**src/rtl/regfile_wb.sv**
```systemverilog
// Register file fed by the write-back stage. Destination addresses are carried in a
// 2-deep delay line so they line up with wr_en_RF / Data_In_RF.
module regfile_wb #(
   parameter int unsigned DEPTH = 32,
   parameter int unsigned XLEN  = 32,
   parameter int unsigned AW    = 5
) (
   input  logic            clk,
   input  logic            rst,
   input  logic [AW-1:0]   rd_addr,
   input  logic            rd_issue,
   input  logic [AW-1:0]   rs1_addr,
   input  logic [AW-1:0]   rs2_addr,
   input  logic            wr_en_RF,
   input  logic [XLEN-1:0] Data_In_RF,
   output logic [XLEN-1:0] rs1_data,
   output logic [XLEN-1:0] rs2_data,
   output logic            hazard,
   output logic            wb_err
);

   logic [XLEN-1:0] regs_q [DEPTH];
   logic            s1_valid_q, s2_valid_q;
   logic [AW-1:0]   s1_addr_q, s2_addr_q;
   logic            wb_err_q;

   always_ff @(posedge clk) begin
      if (rst) begin
         for (int unsigned i = 0; i < DEPTH; i++) begin
            regs_q[i] <= '0;
         end
         s1_valid_q <= 1'b0;
         s1_addr_q  <= '0;
         s2_valid_q <= 1'b0;
         s2_addr_q  <= '0;
         wb_err_q   <= 1'b0;
      end else begin
         // Address follows rd_addr every cycle; only the valid bit marks a real write.
         s1_valid_q <= rd_issue;
         s1_addr_q  <= rd_addr;
         s2_valid_q <= s1_valid_q;
         s2_addr_q  <= s1_addr_q;
         if (wr_en_RF && (s2_addr_q != '0)) begin
            regs_q[s2_addr_q] <= Data_In_RF;
         end
         if (wr_en_RF != s2_valid_q) begin
            wb_err_q <= 1'b1;
         end
      end
   end

   // Write-through: data being written this cycle is visible to decode immediately.
   always_comb begin
      rs1_data = '0;
      if (rs1_addr != '0) begin
         rs1_data = (wr_en_RF && (s2_addr_q == rs1_addr)) ? Data_In_RF : regs_q[rs1_addr];
      end
   end

   always_comb begin
      rs2_data = '0;
      if (rs2_addr != '0) begin
         rs2_data = (wr_en_RF && (s2_addr_q == rs2_addr)) ? Data_In_RF : regs_q[rs2_addr];
      end
   end

   logic hz1, hz2;

   // An s2 match with wr_en_RF high is served by the bypass, so it is not a hazard.
   always_comb begin
      hz1 = (rs1_addr != '0) &&
            ((s1_valid_q && (s1_addr_q == rs1_addr)) ||
             (s2_valid_q && (s2_addr_q == rs1_addr) && !wr_en_RF));
      hz2 = (rs2_addr != '0) &&
            ((s1_valid_q && (s1_addr_q == rs2_addr)) ||
             (s2_valid_q && (s2_addr_q == rs2_addr) && !wr_en_RF));
      hazard = hz1 || hz2;
   end

   assign wb_err = wb_err_q;

endmodule

```
**config.mk**
```make
export PLATFORM = sky130hd
export DESIGN_NAME = regfile_wb
export DESIGN_NICKNAME = d
export VERILOG_FILES = /design/src/rtl/regfile_wb.sv
export SDC_FILE = /design/constraint.sdc
export NUM_CORES = 2
export LEC_CHECK = 0
export CAP_MARGIN = 20
export CELL_PAD_IN_SITES_DETAIL_PLACEMENT = 0
export CELL_PAD_IN_SITES_GLOBAL_PLACEMENT = 2
export CORE_MARGIN = 2
export CORE_UTILIZATION = 25
export DETAILED_ROUTE_END_ITERATION = 8
export GPL_TIMING_DRIVEN = 0
export PLACE_DENSITY = 0.55
export SYNTH_ARGS = -nofsm -noshare
export SYNTH_HDL_FRONTEND = slang
export SYNTH_SLANG_ARGS = --single-unit
```
**constraint.sdc**
```tcl
create_clock -name clk -period 3.5 [get_ports clk]
set_clock_uncertainty 0.1 [all_clocks]
set_input_delay 0.7 -clock clk [delete_from_list [all_inputs] [get_ports clk]]
set_output_delay 0.7 -clock clk [all_outputs]
set_load 0.02 [all_outputs]
```
# ---- After elaboration in Yosys (flattened, before gate mapping)
# Memory sizes are Yosys's and may differ from the RTL's.
# Index checks and enable logic that the tools add are counted.
dict set report classes {
  reduce_logical 19
  n_mux 12
  n_addsub 0
  n_bitwise 0
  eq_ne 5
  n_lt_le_gt_ge 0
  shifts 0
  n_div 0
  multipliers 0
}
# operator n
set op_table {}
lappend op_table {{2-to-1 mux 32 bit} 5}
lappend op_table {{OR reduction 32 bit} 1}
lappend op_table {{equality test 5 bit} 4}
lappend op_table {{nonzero test 5 bit} 3}
lappend op_table {{logical AND 1 bit} 11}
lappend op_table {{2-to-1 mux 1 bit} 6}
lappend op_table {{2-to-1 mux 5 bit} 1}
lappend op_table {{logical OR 1 bit} 3}
lappend op_table {{logical NOT 1 bit} 1}
lappend op_table {{!= test 1 bit} 1}
dict set report totals {
  mem_bits_ro 0
  word_cells 42
  in_bits 51
  ff_bits 13
  n_memories 1
  mem_bits_rw 1024
  latch_bits 0
}
# memory depth width rd rd_ports_with_merged_regs wr line_no
set mem_list {}
lappend mem_list {regs_q 32 32 2 0 32 22} ;# logic [XLEN-1:0] regs_q [DEPTH];

# ---- Logic depth before layout (Yosys ltp)
dict set report logic_depth {
  ltp_word 7
  mapped_depth 10
  depth_no_buf 5
}

# ---- Worst setup path after synthesis
# No wires, ideal clock.
dict set report synth_path {
  kind {input to output}
  startpoint {in rs1_addr[1]}
  endpoint {out rs1_data[2]}
  path_buffers 3
  path_slack_ps 225
  cell_stages 6
  arrival_ps 2475
  path_cell_list {buf_2 clkbuf_1 clkbuf_1 mux4_2 a221o_1 a32o_1}
}
dict set report synth_via {
  elab_chain_cells 4
  elab_cells_between_ends 6
}
# item line_no
set synth_rtl {}
lappend synth_rtl {{start, declared} 12} ;# input logic [AW-1:0] rs1_addr,
lappend synth_rtl {{branches (longest 3 deep; another with memory read (32 x 32 bit))} --}
lappend synth_rtl {{2-to-1 mux 32 bit *} 55} ;# if (rs1_addr != '0) begin
lappend synth_rtl {{end, declared} 16} ;# output logic [XLEN-1:0] rs1_data,
# Every way passes the cells marked *.

# ---- Worst setup path after layout
dict set report layout_path {
  startpoint {in rs2_addr[0]}
  endpoint {out rs2_data[31]}
}
dict set report layout_via {
  elab_chain_cells 4
  elab_cells_between_ends 6
}
# item line_no
set layout_rtl {}
lappend layout_rtl {{start, declared} 13} ;# input logic [AW-1:0] rs2_addr,
lappend layout_rtl {{branches (longest 3 deep; another with memory read (32 x 32 bit))} --}
lappend layout_rtl {{2-to-1 mux 32 bit *} 62} ;# if (rs2_addr != '0) begin
lappend layout_rtl {{end, declared} 17} ;# output logic [XLEN-1:0] rs2_data,
# Marks and branches as above.

==> flow_metrics.py <==
metrics = {
    "power": {
        "combPwrFrac": 0.161,
        "power.switching_w": 0.009017,
        "leakagePower_nw": 26.20,
        "seq_power_share": 0.437,
        "p_int_w": 0.02347,
        "vdd_drop_max_mv": 0.3751,
        "switching_share": 0.2776,
        "clock_power_share": 0.402,
        "power_density_nw_per_um2": 452.4,
    },
    "clock_tree": {
        "cts_buffers": 121,
        "ctsHoldBuffers": 0,
        "clk_pin_slew_ps": 60,
        "cts.sinks": 1037,
        "cts_tree": "done",
        "cts_root_buffer": "clkbuf_16",
        "clock_latency_ps": 770,
        "cts.htree.levels": 3,
        "cts_buffer_depth": 3,
    },
    "global_routing": {
        "antenna_found_initial": 17,
        "track_usage": 0.2561,
        "grt_pass1_vias": 38830,
        "overflow": 0,
        "grt_max_degree": 33,
        "grt_pass1_wl_um": 378400,
    },
    "cells_and_area": {
        "layout.nets": 4378,
        "layout-drive-gt1-share": 0.3355,
        "syn_to_final_growth_pct": 29.34,
        "fill_cells": 21560,
    },
    "routing": {
        "drc": 0,
        "drt_iter0_drc": 5154,
        "first_pass_iters": 7,
        "vias_per_cell": 5.331,
        "routed_wirelength_um": 294900,
        "route.antenna.remaining_nets": 0,
        "via_count": 39420,
        "drt-wirelength-per-cell_um": 39.90,
    },
    "floorplan": {
        "num_rows": 172,
        "start_util": 0.2522,
        "die_h_um": 475.2,
        "dieArea_um2": 225800,
        "pin_count": 117,
        "core_area_um2": 220200,
        "fp.dieW_um": 475.2,
    },
    "run_status": {
        "violations": "setup timing",
        "status": "finished, violations left",
    },
    "sta": {
        "slew_headroom": 0.2948,
        "fmax_mhz": 243.5,
        "final_hold_viol_count": 0,
        "final.setup.worst_slack_ps": -606.0,
        "rsz0062_at_grt": "true",
        "period_needed_ps": 4106,
        "setup_viol": 93,
        "fin_setup_tns_ps": -17760,
        "worst_pin_slew_ps": 1058,
        "slew_viol_final": 0,
        "fin_crit_sh": 1.173,
    },
    "worst_setup_path": {
        "required_ps": 2700,
        "cp_max_fo": 5,
        "slowest_stage": "o211ai_1",
        "cp_cell_sequence": "buf_16, buf_16, bufbuf_16, nor2_1, and2_1, or3_4, buf_4, o211ai_1, buf_4",
        "cp.arrival_ps": 3310,
        "worstSetupEndpointType": "primary output",
        "start_kind": "input pin",
        "slowest_delay_ps": 750,
        "crit_type": "in2out",
    },
    "logic_synthesis": {
        "synth_cell_types": 47,
        "netlist_area_um2": 55510,
        "yosysSeqAreaShare": 0.5586,
        "ys.flop_type": "edfxtp_1",
        "synth.largest_area_cell": "edfxtp_1",
        "syn-mean-instance-area_um2": 14.67,
        "syn-instance-count": 3784,
        "synth_seq_cells": 1037,
        "ys_top_cells_by_area": "edfxtp_1 55%, mux4_2 16%, and2_1 11%",
        "yosysWarnings": 0,
        "synth_top_area_frac": 0.5539,
        "async_reset_ff_frac": 0,
        "synth_edf_count": 1024,
    },
    "placed_design": {
        "dp_hpwl_um": 209900,
        "portBuffers": 108,
        "dpl_worst_slack_ps": -2686,
        "finalWeightedCongestion": 0.9306,
    },
    "min_path": {
        "holdCritPathClass": "in2reg",
    },
    "run": {
        "maxCapViolCount": 0,
    },
}
[final timing paths]
check	to	cells after the start	slack, ps	startpoint
worst max-delay path	rs2_data[31]	9	-610	rs2_addr[0]
worst min-delay path	s1_valid_q$_SDFF_PP0_	2	390	rd_issue
worst max register to register	regs_q[12][16]$_SDFFCE_PN0P_	8	50	s2_addr_q[1]$_SDFF_PP0_
worst min register to register	s2_valid_q$_SDFF_PP0_	1	450	s1_valid_q$_SDFF_PP0_
[state kept, by name, summed over array words and instances, names as in the netlist]
register,flops
s2_valid_q,1
regs_q,1024
s2_addr_q,5
s1_valid_q,1
s1_addr_q,5
wb_err,1
[worst max-delay path: cells and delay by family]
family,cells,cell delay [ps]
buffers and inverters,5,1010
and+or+nand+nor,3,810
AOI/OAI and AO/OA,1,750
[power groups by stage]
stage | Clock, W | Combinational [W] | Sequential (W)
finish | 0.0131 | 0.00522 | 0.0142
global route | 0.0136 | 0.00525 | 0.0142
detailed placement | 0 | 0.00423 | 0.0145
CTS | 0.0131 | 0.00493 | 0.0142
floorplan | 0 | 0.00198 | 0.0144
global placement | 0 | 0.00410 | 0.0145
[repair_timing]
item                                     CTS  global route
endpoints found under the setup margin   295           342
resized for setup                       1179           229
setup buffers                            134            90
hold endpoints to repair                   0             0
gates cloned                              12             5
pin swaps                                107           102
[logic make-up after synthesis]
logic type / Yosys count / synth area share
muxes: 664 / 0.2148
AOI/OAI and AO/OA: 387 / 0.05393
buffers and inverters: 417 / 0.03360
and+or+nand+nor: 1258 / 0.1358
other: 1 / 0.00006755
xor gates and xnor gates: 20 / 0.003155
DFF: 1037 / 0.5586
[layout make-up]
cell class                      instances  area (um2)  area share
Timing Repair Buffer                  401        5080     0.07075
Clock inverter                         72       600.6    0.008364
Clock buffer                          150        3328     0.04635
Multi-Input combinational cell       2361       24290      0.3384
Inverter                                1       3.754  0.00005228
Sequential cell                      1037       31020      0.4320
Buffer                                404        3754     0.05228
Antenna cell                            9       22.52   0.0003137
Tap cell                             2958        3701     0.05154
[placed cells by master (no fill, tap or decap), drive strengths merged, types with 9 or more instances in the layout]
master	count
nor2b	25
clkinv	54
nor3	18
a22o	31
a22oi	68
clkbuf	438
or2	33
nor2	72
nand2	51
a32o	32
edfxtp	1024
bufinv	10
o221ai	69
conb	32
mux2i	198
o211ai	19
nand3	31
dfxtp	13
a221o	31
mux4	413
diode	9
mux2	53
o22ai	31
a21oi	40
buf	474
xor2	15
and2	995
clkdlybuf4s50	40
o21ai	32
[per-stage QoR]
stage	instance area [um2]	util	hold slack, ps	power, W	std cells
after floorplan	55630	-	359.7	0.01636	3815
after global placement	60410	0.2744	442.1	0.01856	6881
after detailed placement	61540	0.2795	445.2	0.01870	6943
after CTS	70180	0.3188	352.7	0.03226	7305
after global routing	71780	0.3260	382.6	0.03309	7384
final	71800	0.3261	391.0	0.03248	7393
[cell usage after synthesis, drive strengths merged (8+ instances only)]
library cell,count
a2111oi,8
a211oi,8
a21oi,40
a221o,31
a22o,31
a22oi,68
a32o,32
and2,995
buf,124
clkbuf,292
dfxtp,13
edfxtp,1024
mux2,53
mux2i,198
mux4,413
nand2,51
nand3,31
nor2,72
nor2b,25
nor3,18
o211ai,19
o21ai,32
o221ai,69
o22ai,31
or2,33
xor2,15
[per-layer routing]
layer | track usage | share of wire
met5 | 0 | 0
met4 | 0.1492 | 0.068
met3 | 0.04908 | 0.078
met2 | 0.3961 | 0.45
met1 | 0.3339 | 0.41
No activity file was read; power rests on OpenSTA's default activity.
